File: config.mk
export PLATFORM = sky130hd
export DESIGN_NAME = matmul_sequencer
export DESIGN_NICKNAME = d
export VERILOG_FILES = /design/src/rtl/matmul_pkg.sv /design/src/rtl/matmul_mac.sv /design/src/rtl/matmul_sequencer.sv
export SDC_FILE = /design/constraint.sdc
export NUM_CORES = 1
export LEC_CHECK = 0
export CORE_MARGIN = 3
export CORE_UTILIZATION = 60
export CTS_BUF_LIST = sky130_fd_sc_hd__clkbuf_4 sky130_fd_sc_hd__clkbuf_8
export DETAILED_ROUTE_END_ITERATION = 12
export DONT_BUFFER_PORTS = 1
export PLACE_DENSITY_LB_ADDON = 0.12
export SETUP_SLACK_MARGIN = 0.1
export SYNTH_ARGS = -nofsm -noshare
export SYNTH_HDL_FRONTEND = slang
export SYNTH_HIERARCHICAL = 1
export SYNTH_SLANG_ARGS = --single-unit
File: constraint.sdc
create_clock -name wb_clk_i -period 6.2 [get_ports wb_clk_i]
set_input_delay 1.24 -clock wb_clk_i [delete_from_list [all_inputs] [get_ports wb_clk_i]]
set_output_delay 1.24 -clock wb_clk_i [all_outputs]
set_load 0.1 [all_outputs]
File: src/rtl/matmul_pkg.sv
// Shared types and defaults for the matrix-multiply sequencer and its MAC.
// Optional saturating arithmetic is enabled by defining MATMUL_SAT_EN.
package matmul_pkg;

  localparam int DEF_DATA_W = 32;
  localparam int DEF_DIM_W  = 4;
  localparam int MAX_DIM    = 1 << DEF_DIM_W;

  typedef enum logic [2:0] {
    ST_IDLE,
    ST_RUN,
    ST_DRAIN,
    ST_WRITE,
    ST_DONE
  } state_t;

  function automatic int max_dim(input int dim_w);
    return 1 << dim_w;
  endfunction

endpackage

File: src/rtl/matmul_mac.sv
// Registered multiply-accumulate used once per operand pair; the product of a
// read issued in cycle t arrives in cycle t+1. MATMUL_SAT_EN adds clamping.
module matmul_mac
  import matmul_pkg::*;
#(
  parameter int DATA_W = DEF_DATA_W
) (
  input  logic              clk,
  input  logic              rst_n,
  input  logic              acc_clr,
  input  logic              rd_en,
  input  logic [DATA_W-1:0] a,
  input  logic [DATA_W-1:0] b,
`ifdef MATMUL_SAT_EN
  input  logic              sat_clr,
  output logic              sat,
`endif
  output logic [DATA_W-1:0] acc
);

  logic              vld;
  logic [DATA_W-1:0] acc_next;

`ifdef MATMUL_SAT_EN
  localparam logic signed [2*DATA_W-1:0] PROD_MAX = {{(DATA_W+1){1'b0}}, {(DATA_W-1){1'b1}}};
  localparam logic signed [2*DATA_W-1:0] PROD_MIN = {{(DATA_W+1){1'b1}}, {(DATA_W-1){1'b0}}};
  localparam logic [DATA_W-1:0] ACC_MAX = {1'b0, {(DATA_W-1){1'b1}}};
  localparam logic [DATA_W-1:0] ACC_MIN = {1'b1, {(DATA_W-1){1'b0}}};

  logic signed [2*DATA_W-1:0] prod;
  logic [DATA_W-1:0]          prod_c;
  logic [DATA_W:0]            sum;
  logic                       clamp;

  // Clamp the full-width product first, then clamp the add; either sets the flag.
  always_comb begin
    prod   = $signed(a) * $signed(b);
    prod_c = prod[DATA_W-1:0];
    clamp  = 1'b0;
    if (prod > PROD_MAX) begin
      prod_c = ACC_MAX;
      clamp  = 1'b1;
    end else if (prod < PROD_MIN) begin
      prod_c = ACC_MIN;
      clamp  = 1'b1;
    end
    sum      = {acc[DATA_W-1], acc} + {prod_c[DATA_W-1], prod_c};
    acc_next = sum[DATA_W-1:0];
    if (sum[DATA_W] != sum[DATA_W-1]) begin
      acc_next = sum[DATA_W] ? ACC_MIN : ACC_MAX;
      clamp    = 1'b1;
    end
  end

  always_ff @(posedge clk or negedge rst_n) begin
    if (!rst_n) begin
      sat <= 1'b0;
    end else if (sat_clr) begin
      sat <= 1'b0;
    end else if (vld && clamp) begin
      sat <= 1'b1;
    end
  end
`else
  always_comb begin
    acc_next = acc + (a * b);
  end
`endif

  always_ff @(posedge clk or negedge rst_n) begin
    if (!rst_n) begin
      vld <= 1'b0;
      acc <= '0;
    end else begin
      vld <= rd_en;
      if (acc_clr) begin
        acc <= '0;
      end else if (vld) begin
        acc <= acc_next;
      end
    end
  end

endmodule

File: src/rtl/matmul_sequencer.sv
// Row-major sequencer for C = A*B over one shared MAC; writes each C element
// after K reads plus a drain cycle. MATMUL_SAT_EN exposes sticky sat_o.
module matmul_sequencer
  import matmul_pkg::*;
#(
  parameter int DATA_W = DEF_DATA_W,
  parameter int DIM_W  = DEF_DIM_W
) (
  input  logic              wb_clk_i,
  input  logic              wb_rst_ni,
  input  logic              start_i,
  input  logic              abort_i,
  input  logic [DIM_W:0]    dim_m_i,
  input  logic [DIM_W:0]    dim_k_i,
  input  logic [DIM_W:0]    dim_n_i,
  output logic              busy_o,
  output logic              done_o,
  output logic              err_o,
  output logic              a_rd_en_o,
  output logic [DIM_W-1:0]  a_row_o,
  output logic [DIM_W-1:0]  a_col_o,
  input  logic [DATA_W-1:0] a_data_i,
  output logic              b_rd_en_o,
  output logic [DIM_W-1:0]  b_row_o,
  output logic [DIM_W-1:0]  b_col_o,
  input  logic [DATA_W-1:0] b_data_i,
  output logic              c_wr_en_o,
  output logic [DIM_W-1:0]  c_row_o,
  output logic [DIM_W-1:0]  c_col_o,
`ifdef MATMUL_SAT_EN
  output logic              sat_o,
`endif
  output logic [DATA_W-1:0] c_data_o
);

  localparam logic [DIM_W:0] MAX_D = (DIM_W+1)'(max_dim(DIM_W));

  state_t         state;
  logic [DIM_W:0] dim_m_reg, dim_k_reg, dim_n_reg;
  logic [DIM_W-1:0] i_reg, j_reg, k_reg;
  logic           rd_en_reg, c_wr_reg, busy_reg, done_reg, err_reg;
  logic           dims_ok, accept, k_last, j_last, i_last, acc_clr;

  assign dims_ok = (dim_m_i != '0) && (dim_m_i <= MAX_D) &&
                   (dim_k_i != '0) && (dim_k_i <= MAX_D) &&
                   (dim_n_i != '0) && (dim_n_i <= MAX_D);
  assign accept  = (state == ST_IDLE) && start_i && dims_ok;
  assign k_last  = ({1'b0, k_reg} == dim_k_reg - 1'b1);
  assign j_last  = ({1'b0, j_reg} == dim_n_reg - 1'b1);
  assign i_last  = ({1'b0, i_reg} == dim_m_reg - 1'b1);
  assign acc_clr = accept || (state == ST_WRITE);

  always_ff @(posedge wb_clk_i or negedge wb_rst_ni) begin
    if (!wb_rst_ni) begin
      state     <= ST_IDLE;
      dim_m_reg <= '0;
      dim_k_reg <= '0;
      dim_n_reg <= '0;
      i_reg     <= '0;
      j_reg     <= '0;
      k_reg     <= '0;
      rd_en_reg <= 1'b0;
      c_wr_reg  <= 1'b0;
      busy_reg  <= 1'b0;
      done_reg  <= 1'b0;
      err_reg   <= 1'b0;
    end else begin
      done_reg <= 1'b0;
      err_reg  <= 1'b0;
      c_wr_reg <= 1'b0;
      if (abort_i && state != ST_IDLE) begin
        state     <= ST_IDLE;
        busy_reg  <= 1'b0;
        rd_en_reg <= 1'b0;
      end else begin
        case (state)
          ST_IDLE: begin
            if (start_i && !dims_ok) begin
              err_reg  <= 1'b1;
              done_reg <= 1'b1;
            end else if (accept) begin
              dim_m_reg <= dim_m_i;
              dim_k_reg <= dim_k_i;
              dim_n_reg <= dim_n_i;
              i_reg     <= '0;
              j_reg     <= '0;
              k_reg     <= '0;
              busy_reg  <= 1'b1;
              rd_en_reg <= 1'b1;
              state     <= ST_RUN;
            end
          end
          ST_RUN: begin
            if (k_last) begin
              rd_en_reg <= 1'b0;
              state     <= ST_DRAIN;
            end else begin
              k_reg <= k_reg + 1'b1;
            end
          end
          ST_DRAIN: begin
            c_wr_reg <= 1'b1;
            state    <= ST_WRITE;
          end
          ST_WRITE: begin
            k_reg <= '0;
            if (i_last && j_last) begin
              done_reg <= 1'b1;
              busy_reg <= 1'b0;
              state    <= ST_DONE;
            end else begin
              if (j_last) begin
                j_reg <= '0;
                i_reg <= i_reg + 1'b1;
              end else begin
                j_reg <= j_reg + 1'b1;
              end
              rd_en_reg <= 1'b1;
              state     <= ST_RUN;
            end
          end
          ST_DONE: state <= ST_IDLE;
          default: state <= ST_IDLE;
        endcase
      end
    end
  end

  // The write strobe is already registered when abort arrives in WRITE, so gate it here.
  assign c_wr_en_o = c_wr_reg & ~abort_i;
  assign busy_o    = busy_reg;
  assign done_o    = done_reg;
  assign err_o     = err_reg;
  assign a_rd_en_o = rd_en_reg;
  assign b_rd_en_o = rd_en_reg;
  assign a_row_o   = i_reg;
  assign a_col_o   = k_reg;
  assign b_row_o   = k_reg;
  assign b_col_o   = j_reg;
  assign c_row_o   = i_reg;
  assign c_col_o   = j_reg;

  matmul_mac #(.DATA_W(DATA_W)) u_mac (
    .clk     (wb_clk_i),
    .rst_n   (wb_rst_ni),
    .acc_clr (acc_clr),
    .rd_en   (rd_en_reg),
    .a       (a_data_i),
    .b       (b_data_i),
`ifdef MATMUL_SAT_EN
    .sat_clr (accept),
    .sat     (sat_o),
`endif
    .acc     (c_data_o)
  );

endmodule

Yosys cells after proc, flatten, opt, wreduce, memory -nomap -nowiden
Cells that the tools add are included.
{"block": "op_classes", "addsub": 7, "n_reduce_logical": 29, "multipliers": 1, "shift": 0, "n_eq_ne": 16, "order_cmp": 3, "n_mux": 35, "n_div": 0, "bitwise": 4}
{"op": "$mux W32", "n": 2}
{"op": "$add A32 B32 Y32", "n": 1}
{"op": "$mul A32 B32 Y32", "n": 1}
{"op": "$mux W4", "n": 7}
{"op": "$pmux W4 S2", "n": 2}
{"op": "$eq A4 B5 Y1", "n": 3}
{"op": "$le A5 B5 Y1 const B", "n": 3}
{"op": "$mux W3", "n": 5}
{"op": "$reduce_and A5 Y1", "n": 3}
{"op": "$reduce_bool A5 Y1", "n": 3}
{"op": "$sub A5 B1 Y5 const B", "n": 3}
{"op": "$mux W1", "n": 14}
{"op": "$add A4 B1 Y4 const B", "n": 3}
{"op": "$pmux W3 S4", "n": 1}
{"op": "$pmux W4 S3", "n": 1}
{"op": "$logic_and A1 B1 Y1", "n": 10}
{"op": "$ne A2 B2 Y1 const B", "n": 5}
{"op": "$ne A3 B3 Y1 const B", "n": 3}
{"op": "$reduce_bool A3 Y1", "n": 3}
{"op": "$reduce_and A4 Y1", "n": 2}
{"op": "$eq A3 B2 Y1 const B", "n": 2}
{"op": "$reduce_and A6 Y1", "n": 1}
{"op": "$pmux W1 S2", "n": 2}
{"op": "$reduce_bool A2 Y1", "n": 2}
{"op": "other kinds (11)", "n": 13}
{"block": "totals", "ramBits": 0, "latchBits": 0, "wordCells": 109, "in_bits": 83, "reg_bits": 68, "mem_count": 0, "mem_bits_ro": 0}

Depth between registers and ports, before layout
{"block": "logic_depth", "word_depth": 11, "ltp_mapped": 29}

Hierarchy
The synthesis kept the hierarchy.
{"module": "matmul_mac", "seq_area_each_um2": 825.8, "n_inst": 1, "area_per_inst_um2": 18108.6, "cells_each": 2008}
{"module": "matmul_sequencer", "seq_area_each_um2": 875.8, "n_inst": 1, "area_per_inst_um2": 2164.6, "cells_each": 224}

Worst setup path after synthesis
Ideal clock, no wire load.
{"block": "synth_timing", "path_kind": "input to register", "start": "input a_data_i[12]", "end": "register u_mac.acc[30]", "stages": 27, "required_time_ns": 6.069, "arrival_time_ns": 8.047, "setup_slack_ns": -1.978, "path_cell_list": "clkbuf_1 -> clkbuf_1 -> and2_1 -> fa_1 -> fa_1 -> fa_1 -> inv_1 -> fa_1 -> inv_1 -> fa_1 -> inv_1 -> fa_1 -> inv_1 -> fa_1 -> inv_1 -> fa_1 -> inv_1 -> ha_1 -> o2111ai_1 -> o211ai_1 -> a21oi_1 -> a41oi_2 -> nand2_1 -> a311o_1 -> a311o_1 -> and4b_1 -> or3_1"}
{"block": "synth_between", "elab_chain_cells": 4}
{"element": "start, declared", "line": "matmul_sequencer.sv:22", "rtl": "input logic [DATA_W-1:0] a_data_i,"}
{"element": "$mul A32 B32 Y32", "line": "matmul_mac.sv:66", "rtl": "acc_next = acc + (a * b);"}
{"element": "$add A32 B32 Y32", "line": "matmul_mac.sv:66"}
{"element": "$mux W32", "line": "matmul_mac.sv:78", "rtl": "end else if (vld) begin"}
{"element": "$mux W32", "line": "matmul_mac.sv:76", "rtl": "if (acc_clr) begin"}
{"element": "end signal, assigned", "line": "matmul_mac.sv:79", "rtl": "acc <= acc_next;"}
{"element": "end, declared", "line": "matmul_mac.sv:18", "rtl": "output logic [DATA_W-1:0] acc"}
Every way passes these cells. The select of a mux whose other input is x is not followed.
A chain may end at the register's enable or synchronous reset.

Worst setup path after layout
{"block": "layout_timing", "start": "input b_data_i[0]", "end": "register u_mac.acc[30]"}
{"block": "layout_between", "elab_chain_cells": 4}
{"element": "start, declared", "line": "matmul_sequencer.sv:26", "rtl": "input logic [DATA_W-1:0] b_data_i,"}
{"element": "$mul A32 B32 Y32", "line": "matmul_mac.sv:66"}
{"element": "$add A32 B32 Y32", "line": "matmul_mac.sv:66"}
{"element": "$mux W32", "line": "matmul_mac.sv:78"}
{"element": "$mux W32", "line": "matmul_mac.sv:76"}
Every way passes these cells. The select of a mux whose other input is x is not followed.

==> results.md <==
- Crit path max-delay cell type: fa_1
- Routed wire per std cell: just under 20 um
- Final setup margin: -1.20 ns
- Final #Nets: 2886
- Critical path's largest stage delay: 0.53 ns
- Clock Pin Slew Worst Setup and Hold Paths: about 0.080 ns
- Fraction of layout cells with a size suffix above 1: about an eighth
- Critical Path AT: around 7.6 ns
- Leading area contributor after synthesis: fa_1
- Final GP Congestion: about 0.96
- Die height: 190 um
- Area share of the largest cell type after synthesis: 43.3%
- Top Family by Delay on Critical Path: adder cells
- Status: finished, violations left
- Reg-to-reg startpoint: u_mac/acc[18]$_DFFE_PN0P_
- # rows: 66
- 1st-iter DRT viols: a little over 900
- Syn nets: roughly 2.9k
- Initial Util: between 60% and 70%
- Synth cell types: 65
- Multi-input gate area: roughly 17000 um2
- FF+latch count, synth: between 60 and 70
- Core box area: roughly 33000 um2
- Die X: between 150 and 200 um
- FMAX: 135 MHz
- Worst-skew pair later-pin latency: between 0.3 and 0.4 ns
- Detailed placement HPWL: about 43000 um
- Final Max Tran Viols: 0
- Flip-flop and latch area: ~1700 um2
- Relative slew slack: between 20% and 30%
- Total wire length: roughly 53000 um
- Num Clock Sinks: between 60 and 70
- Ys async rst share: between 90% and 100%
- Cell Chain, Critical Path: and2_1, fa_1, fa_1, fa_1, inv_2, fa_1, inv_1, fa_1, fa_1, fa_1, inv_2, fa_1, inv_2, ha_4, a21oi_4, o211ai_1, a21oi_1, a41oi_2, nand2_2, a311o_1, a311o_1, and4b_1, or3_1
- Max Cap Violations: 0
- Post-route insts no fill: approximately 2.7k
- DRC: 0
- Grt ovf: 0
- DR vias/cell: around 5.5
- Length of routed met3 wiring: 4310 um
- Yosys warnings: 6
- RSZ-0062 raised after global routing: yes
- Die area: roughly 36000 um2
- Met1 WL: ~22000 um
- Number of flops mapped to enable cells by yosys: 0
- GRT Total Usage: between 30% and 40%
- Cell with the most instances after synthesis: inv_1
- Worst reg2reg path endpoint: u_mac/acc[30]$_DFFE_PN0P_
- Hold Violations, Final: 0
- Layout Area Growth over Synthesis: 9.00%
- Final setup vio count: 19
- Worst Path Max Fanout: 32
- First-pass GRT wire length: approximately 86000 um
- Max reg flops: 32
- Tcrit/Tclk final: 119%
- Synthesized area: between 20000 and 25000 um2
- Setup skew after layout: roughly 0.011 ns
- Wire length on met2: about 25000 um
- Vias in the first global route: 15.9k
- Final core utilization: between 60 and 70%
- H-tree depth: 3
- Sequential area share after synthesis: roughly 8.4%
- CTS buffer count: 9
- Cell mode on critical path: fa_1
- Synthesized instance count: between 2k and 2.5k
- Pin count of the biggest net entering global routing: between 60 and 70
- Fill cells: 2625
- HP Class: primary input to async pin
- # port buffers: 0
- Hold_buf cts: 0
- Synth Flop Type: dfrtp_1
- DRT Pass-1 Iters: 5
- Max layer used: met5
- Final ANT Viol Nets: 0
- Most instantiated cells after synthesis: inv_1 (512), fa_1 (438), and2_1 (318), nand2_1 (251), ha_1 (130)
- Critical path required time: roughly 6.4 ns
- R2R setup slack: -0.62 ns
- Largest Register: u_mac/acc
- I/O pin count: about 150
- CTS tree: yes
- Top post-synthesis cells by area: fa_1 (43%), and2_1 (9.8%), inv_1 (9.5%)
- Crit path buf inv count: 4
- Slew @ Worst Pin: 1.10 ns
- Post-layout minimum cycle time: 7.40 ns
- R2r worst-path depth: 24
- Mean Syn Cell Area: 9.08 um2
- CP Class: primary input to register
- Initial antenna violation count: 0
- Clock Path Buffers: 2
- Critical Path Start Type: primary input
- Root Buffer: clkbuf_8
- Dpl cells: around 2.7k
- Hold_ws: about 0.57 ns
- Worst Setup End Kind: register
- Vias: approximately 15k
- Failing checks: setup timing
==> through the flow <==
stage | worst slack, ns | TNS [ns] | area (um2)
finish | -1.20 | -13.32 | 22100
global route | -1.35 | -16.21 | 22100
CTS | -1.23 | -12.09 | 21900
detailed placement | -1.70 | -21.69 | 21300
global placement | -1.63 | -20.41 | 21300
floorplan | -1.57 | -15.36 | 20600
==> cell families after synthesis <==
kind of cell,count (synthesis),synth area share [%]
and+or+nand+nor,711,18.4
buffers and inverters,630,11.9
adders and majority gates,568,51.3
AOI/OAI and AO/OA,123,4.04
xor gates and xnor gates,103,4.45
DFF,68,8.39
muxes,29,1.51
==> area by class of cell <==
cell class,count,share of cell area [%]
diodes,3,0.0340
clock buffers,9,0.561
clock inverters,7,0.561
inverters,512,8.71
multi-input cells,1534,76.0
flip-flops and latches,68,7.78
well taps,442,2.50
repair buffers,110,3.89
==> what timing repair did <==
item	CTS	global route
endpoints found under the setup margin	21	22
gates cloned	0	0
pin swaps	79	61
resized for setup	63	47
setup buffers	9	8
==> worst max path at each step <==
stage / cells past startpoint / from / slack, ns / to
finish: 23 / b_data_i[0] / -1.20 / u_mac/acc[30]$_DFFE_PN0P_
global route: 25 / a_data_i[12] / -1.35 / u_mac/acc[30]$_DFFE_PN0P_
CTS: 25 / b_data_i[6] / -1.23 / u_mac/acc[30]$_DFFE_PN0P_
detailed placement: 23 / b_data_i[4] / -1.70 / u_mac/acc[30]$_DFFE_PN0P_
global placement: 25 / b_data_i[2] / -1.63 / u_mac/acc[30]$_DFFE_PN0P_
floorplan: 27 / b_data_i[3] / -1.57 / u_mac/acc[30]$_DFFE_PN0P_
==> layer usage <==
metal	track usage [%]	vias to the layer above
li1	-	6543
met1	42.6	7607
met2	48.6	503
met3	7.68	58
met4	6.40	2
met5	1.51	-
==> layout by cell type (no fill, tap or decap), drive strengths merged, types with 9 or more instances in the layout <==
master / n
a211oi: 9
ha: 130
inv: 513
dfrtp: 68
o21ai: 27
mux2: 12
nor3: 17
and2: 319
nand2: 252
mux2i: 17
xor2: 21
clkbuf: 9
xnor2: 82
nand3: 14
a21oi: 40
fa: 438
nand2b: 13
buf: 110
nor2: 52
Power is left out: the tool's default activity adds up to more than one toggle a clock period on the data nets, which glitch-free logic cannot reach.
